--- config.mk ---
export PLATFORM = sky130hd
export DESIGN_NAME = if_fetch_unit
export DESIGN_NICKNAME = d
export VERILOG_FILES = /design/src/rtl/if_fetch_unit.sv
export SDC_FILE = /design/constraint.sdc
export NUM_CORES = 1
export LEC_CHECK = 0
export ABC_CLOCK_PERIOD_IN_PS = 11900
export BUFFER_PORTS_ARGS = -buffer_cell sky130_fd_sc_hd__buf_4
export CELL_PAD_IN_SITES_DETAIL_PLACEMENT = 0
export CELL_PAD_IN_SITES_GLOBAL_PLACEMENT = 1
export CORE_MARGIN = 2
export CORE_UTILIZATION = 46
export CTS_BUF_LIST = sky130_fd_sc_hd__clkbuf_8
export DETAILED_ROUTE_END_ITERATION = 8
export GPL_ROUTABILITY_DRIVEN = 0
export HOLD_SLACK_MARGIN = 0.12
export PLACE_DENSITY_LB_ADDON = 0.1
export RECOVER_POWER = 50
export REMOVE_ABC_BUFFERS = 1
export SYNTH_ARGS = -nofsm -noshare
export SYNTH_HDL_FRONTEND = slang
export SYNTH_SLANG_ARGS = --single-unit
--- constraint.sdc ---
create_clock -name clk -period 11.9 [get_ports clk]
set_input_delay 1.19 -clock clk [delete_from_list [all_inputs] [get_ports clk]]
set_output_delay 1.19 -clock clk [all_outputs]
set_load 0.005 [all_outputs]
--- src/rtl/if_fetch_unit.sv ---
// Instruction-fetch sequencer: four byte reads per PC, assembled little-endian into one word.
// Optional direct-mapped I-cache enabled by defining IF_FETCH_ICACHE_EN.
//
// state | meaning
// IDLE  | waiting for fetch_en
// FETCH | issuing byte requests / capturing returned bytes
// DONE  | inst_valid_o pulse, instruction published
module if_fetch_unit #(
  parameter int ADDR_W       = 32,
  parameter int ICACHE_LINES = 64
) (
  input  logic              clk,
  input  logic              rst,
  input  logic              fetch_en,
  input  logic [ADDR_W-1:0] pc_i,
  input  logic              flush_i,
  input  logic              mem_busy_i,
  input  logic [7:0]        inst_byte_i,
  output logic              if_req_o,
  output logic [ADDR_W-1:0] if_addr_o,
  output logic [31:0]       inst_o,
  output logic [ADDR_W-1:0] inst_pc_o,
  output logic              inst_valid_o,
  output logic              busy_o
);

  typedef enum logic [1:0] {S_IDLE, S_FETCH, S_DONE} state_t;

  state_t            state, state_next;
  logic [ADDR_W-1:0] base_q, pc_q;
  logic [2:0]        iss_q, got_q;
  logic              acc_q;
  logic [31:0]       asm_q, inst_q;
  logic              start, accept, capture, hit;
  logic [31:0]       hit_data;
  logic              unused_pc_lsbs;

  if (ICACHE_LINES < 2 || (ICACHE_LINES & (ICACHE_LINES - 1)) != 0) begin : g_bad_lines
    $error("ICACHE_LINES must be a power of two >= 2");
  end

  assign unused_pc_lsbs = ^pc_i[1:0];

`ifdef IF_FETCH_ICACHE_EN
  localparam int IDX_W = $clog2(ICACHE_LINES);
  localparam int TAG_W = ADDR_W - IDX_W - 2;

  logic [ICACHE_LINES-1:0] c_valid;
  logic [TAG_W-1:0]        c_tag  [ICACHE_LINES];
  logic [31:0]             c_data [ICACHE_LINES];
  logic [IDX_W-1:0]        rd_idx, wr_idx;

  assign rd_idx   = pc_i[IDX_W+1:2];
  assign wr_idx   = base_q[IDX_W+1:2];
  assign hit      = c_valid[rd_idx] && (c_tag[rd_idx] == pc_i[ADDR_W-1:IDX_W+2]);
  assign hit_data = c_data[rd_idx];

  always_ff @(posedge clk or posedge rst) begin
    if (rst)
      c_valid <= '0;
    else if (inst_valid_o)
      c_valid[wr_idx] <= 1'b1;
  end

  // Tag/data storage needs no reset; the valid bits gate every read.
  always_ff @(posedge clk) begin
    if (inst_valid_o) begin
      c_tag[wr_idx]  <= base_q[ADDR_W-1:IDX_W+2];
      c_data[wr_idx] <= asm_q;
    end
  end
`else
  assign hit      = 1'b0;
  assign hit_data = '0;
`endif

  assign start   = (state == S_IDLE) && fetch_en && !flush_i;
  assign accept  = if_req_o && !mem_busy_i;
  assign capture = (state == S_FETCH) && acc_q && !flush_i;

  always_comb begin
    state_next = state;
    case (state)
      S_IDLE:  if (start) state_next = hit ? S_DONE : S_FETCH;
      S_FETCH: begin
        if (flush_i)                          state_next = S_IDLE;
        else if (capture && got_q == 3'd3)    state_next = S_DONE;
      end
      S_DONE:  state_next = S_IDLE;
      default: state_next = S_IDLE;
    endcase
  end

  assign if_req_o     = (state == S_FETCH) && !iss_q[2] && !flush_i;
  assign if_addr_o    = if_req_o ? base_q + ADDR_W'(iss_q) : '0;
  assign inst_valid_o = (state == S_DONE) && !flush_i;
  assign busy_o       = (state == S_FETCH);
  // The assembled word is visible in the DONE cycle itself, then held in inst_q.
  assign inst_o       = inst_valid_o ? asm_q  : inst_q;
  assign inst_pc_o    = inst_valid_o ? base_q : pc_q;

  always_ff @(posedge clk or posedge rst) begin
    if (rst) begin
      state  <= S_IDLE;
      base_q <= '0;
      pc_q   <= '0;
      iss_q  <= '0;
      got_q  <= '0;
      acc_q  <= 1'b0;
      asm_q  <= '0;
      inst_q <= '0;
    end else begin
      state <= state_next;
      acc_q <= accept;
      if (start) begin
        base_q <= {pc_i[ADDR_W-1:2], 2'b00};
        iss_q  <= '0;
        got_q  <= '0;
        if (hit) asm_q <= hit_data;
      end
      if (accept) iss_q <= iss_q + 3'd1;
      if (capture) begin
        asm_q[8*got_q[1:0] +: 8] <= inst_byte_i;
        got_q <= got_q + 3'd1;
      end
      if (inst_valid_o) begin
        inst_q <= asm_q;
        pc_q   <= base_q;
      end
    end
  end

endmodule
Yosys cells after proc, flatten, opt, wreduce, memory -nomap -nowiden
Cells that the tools add are included.
- add/subtract/negate cells: 4
- eq/ne operators: 5
- shifts and indexed selects: 2
- multiplexer cells: 11
- reduce and logical (&&, ||, !) cells: 16
- operator list (kind ; count):
    32-bit 2-to-1 mux ; 3
    5-bit negation with 34-bit output ; 1
    8-bit by 34-bit variable shift with 32-bit output, first input constant ; 1
    8-bit by 34-bit variable part select with 32-bit output ; 1
    32-bit by 3-bit adder with 32-bit output ; 1
    32-bit bitwise mux ; 1
    1-bit logical AND ; 9
    3-bit 2-to-1 mux ; 3
    3-bit by 1-bit adder with 3-bit output, second input constant ; 2
    2-bit 2-to-1 mux ; 3
    2-bit case mux with 2 select lines ; 1
    2-bit nonzero test ; 2
    3-bit by 2-bit equality test with 1-bit output, second input constant ; 1
    1-bit logical NOT ; 3
    3-bit by 2-bit inequality test with 1-bit output, second input constant ; 1
    2-bit by 1-bit equality test with 1-bit output, second input constant ; 1
    2-bit equality test, second input constant ; 1
    2-bit logical NOT ; 1
    2-bit inequality test, second input constant ; 1
    2-bit AND reduction ; 1
- register bits after elaboration: 135
- input port bits: 45

Depth between registers and ports, before layout
- depth in word-level cells: 7
- depth in mapped cells: 7
- gate-level depth less buffers: 5

Worst setup path before layout
Ideal clock, no wire load.
- kind: input-to-output
- start: input flush_i
- end: output inst_o[13]
- arrival time: 2.466 ns
- required time: 10.710 ns
- slack: 8.244 ns
- stages: 4
- path through: nor3b_1 > clkbuf_1 > clkbuf_1 > mux2_2
- word-level cells in the longest chain between the ends: 3
- RTL lines (what ; line ; RTL):
    from (decl) ; 16 ; input logic flush_i,
    1-bit logical NOT ; 96 ; assign inst_valid_o = (state == S_DONE) && !flush_i;
    1-bit logical AND ; 96 ;
    32-bit 2-to-1 mux ; - ;
    to (decl) ; 21 ; output logic [31:0] inst_o,
No other way between the ends.

==> results.cfg <==
[global_route]
grt_pass1_vias = 4654
grt_usage_pct = 21.6
grt_pass1_wl_mm = 23.9
antenna_found_initial = 0
grt_max_degree = 70
grt-ovfl-total = 0

[synthesis]
yosysSeqAreaShare_pct = 55.9
synth.yosys.warnings = 0
synthFlopType = dfrtp_1
synth_edf_count = 0
synth-simple-area-share_pct = 19.1
synth_cells = 584
yosys.area.top_type = dfrtp_1
synth.avg_cell_area_um2 = 10.3
synth-seq-cells = 135
synth_top_area_share_pct = 55.9
synth_top_family_by_area = simple AND/OR/NAND/NOR gates
synthTopCellsByCount = 166 x nand2_1, 135 x dfrtp_1, 62 x mux2_2
muxShareOfSynthArea_pct = 11.7
synth_xor_area_share_pct = 1.74
synth_compound_area_share_pct = 7.02
yosys-top-cells-area = dfrtp_1 56%, mux2_2 12%, nand2_1 10%, o21ai_0 3.6%, ha_1 2.1%
yosys.area_share.adder_pct = 2.07
synth.distinct_cells = 37
synth_area_mm2 = 0.00604
async_flop_share_pct = 100
yosysMostFrequentCell = nand2_1

[critical_path]
critical-path-max-stage-delay_ps = 2670
worst_setup_path_start_kind = input pin
crit_start = rst
worstPathMaxFanout = 69
path_cells = clkbuf_4 -> clkinvlp_2 -> clkbuf_1
path_buf_inv = 3
cp_top_family = buffers and inverters
reg2reg_from = state[0]
cp_data_arrival_time_ps = 5720
endpoint_kind = async pin
critical_path_required_ps = 11620
critPathKind = input pin to async pin
slowest_stage = clkbuf_1

[sta]
finalHoldViolations = 0
max_freq_mhz = 167
worst-slew-pin-transition_ps = 3650
setup_viol = 0
min_period_ps = 6000
finalSetupTns_ps = 0
skew_ps = 11.9
drv_slew = 205
relSlewSlack_pct = -144
fin_hold_ws_ps = 472
period_share_pct = 50.4
rsz0062_at_grt = no

[floorplan]
die-area_mm2 = 0.0141
core_area_mm2 = 0.0127
die_height_um = 119
start_util_pct = 47.5
rows = 41
die_x_um = 119
ios = 144

[clock_tree]
clk_latency_ps = 450
cts_tree = built
numCtsBuffers = 17
cts_hold_buf = 0
cts-root-buf = clkbuf_8
postCtsSetupBuffers = 0
cts_resized = 0
cts_htree_levels = 4
cts_buffer_depth = 2
path_clk_slew_ps = 80
cts_sinks = 135

[power]
leakage_nw = 3.87
total_power_mw = 1.05
p_per_area_mw_per_mm2 = 136
max-vdd-ir-drop_mv = 0.121

[routing]
drtAntennaViolNets = 0
wirelength_mm = 14.8
wl_per_cell_um = 16.3
drcViolationCount = 0
vias_per_cell = 5.23
vias = 4736
drtIter0Drc = 279
drt_pre_antenna_iters = 5

[placed_design]
dpl.hpwl_mm = 10.1
port-buffer-count = 141
dp_cells = 874

[finish]
drive_gt1_share_pct = 24.9
num_antenna_cells = 0
nets = 776
final_cells = 906
area_delta_synth_final_pct = 27.2

[run_status]
status = finished with violations
violations = capacitance limit, slew limit

[worst_hold_path]
min_path_type = flop to flop
min_from = acc_q

[run]
cap_viol_max_count = 4
## worst reg2reg max path: cells and delay by family, from the launching register on
kind | cells | cell delay [ps]
multiplexers | 1 | 480
AND/OR/NAND/NOR | 1 | 310
flip-flops | 1 | 470
buffers and inverters | 1 | 1720
## cell families after synthesis
logic type / count (synthesis)
buffers and inverters: 36
muxes: 63
AOI/OAI and AO/OA: 76
DFF: 135
and+or+nand+nor: 252
xor gates and xnor gates: 12
adders and majority gates: 10
## state kept, by name (all words and copies together), names as in the netlist
name,count
pc_q,32
inst_q,32
acc_q,1
got_q,3
base_q,30
state,2
iss_q,3
asm_q,32
## layout by cell type (no fill, tap or decap), types with 2 or more instances in the layout
cell type	n
buf_4	139
nor2_1	15
a21oi_1	16
clkinv_2	2
or4_1	13
nand3_1	16
mux2_2	8
nand4_1	8
xor2_1	8
o21ai_0	43
o31ai_1	13
nor3b_1	4
or3_1	3
nand2_1	166
clkbuf_8	20
inv_1	8
and2_1	3
clkinv_4	2
bufinv_16	5
ha_1	10
and3_1	4
xnor2_1	4
clkbuf_1	6
nor2b_1	3
nor4_1	2
mux2_1	54
and4_1	5
nor3_1	3
dfrtp_1	135
## cell type report
type                       instances  area (um2)
inverter                           8        31.3
multi-input combinational        413        2520
clock buffer                      20         275
sequential                       135        3380
fill                            1143        5030
tap                              172         215
timing repair buffer             146        1070
clock inverter                    12         198
## where the power goes
group	total, mW	internal (mW)	leakage (nW)	switching, mW
logic	0.0854	0.0372	1.80	0.0482
registers	0.517	0.482	1.83	0.0343
clock network	0.447	0.266	0.241	0.181
total	1.05	0.786	3.87	0.263
## per-stage QoR
step / util (%) / instance area, um2 / worst slack [ps]
floorplan: - / 5930 / 4070
global route: 60.4 / 7690 / 4760
CTS: 60.7 / 7730 / 7730
detailed placement: 57.0 / 7250 / 7740
finish: 60.4 / 7690 / 5900
global placement: 57.0 / 7250 / 7780
## path summary, 6_finish.rpt
check / endpoint / cells after the start / slack [ps]
max: base_q[30] / 3 / 5900
min: state[0] / 1 / 470
max reg2reg: inst_q[20] / 3 / 8770
min reg2reg: state[0] / 1 / 470
max in group clk: inst_o[20] / 5 / 6740
min in group asynchronous: asm_q[8] / 2 / 1580
## per-layer routing
layer	up-vias	global-route usage [%]	share of wire, %
met5	-	0	0
met3	15	6.03	5.8
met2	138	32.3	46
met1	2301	30.5	47
met4	0	6.92	1.3
li1	2282	-	-
Note: power is estimated with default switching activity, not from simulation.
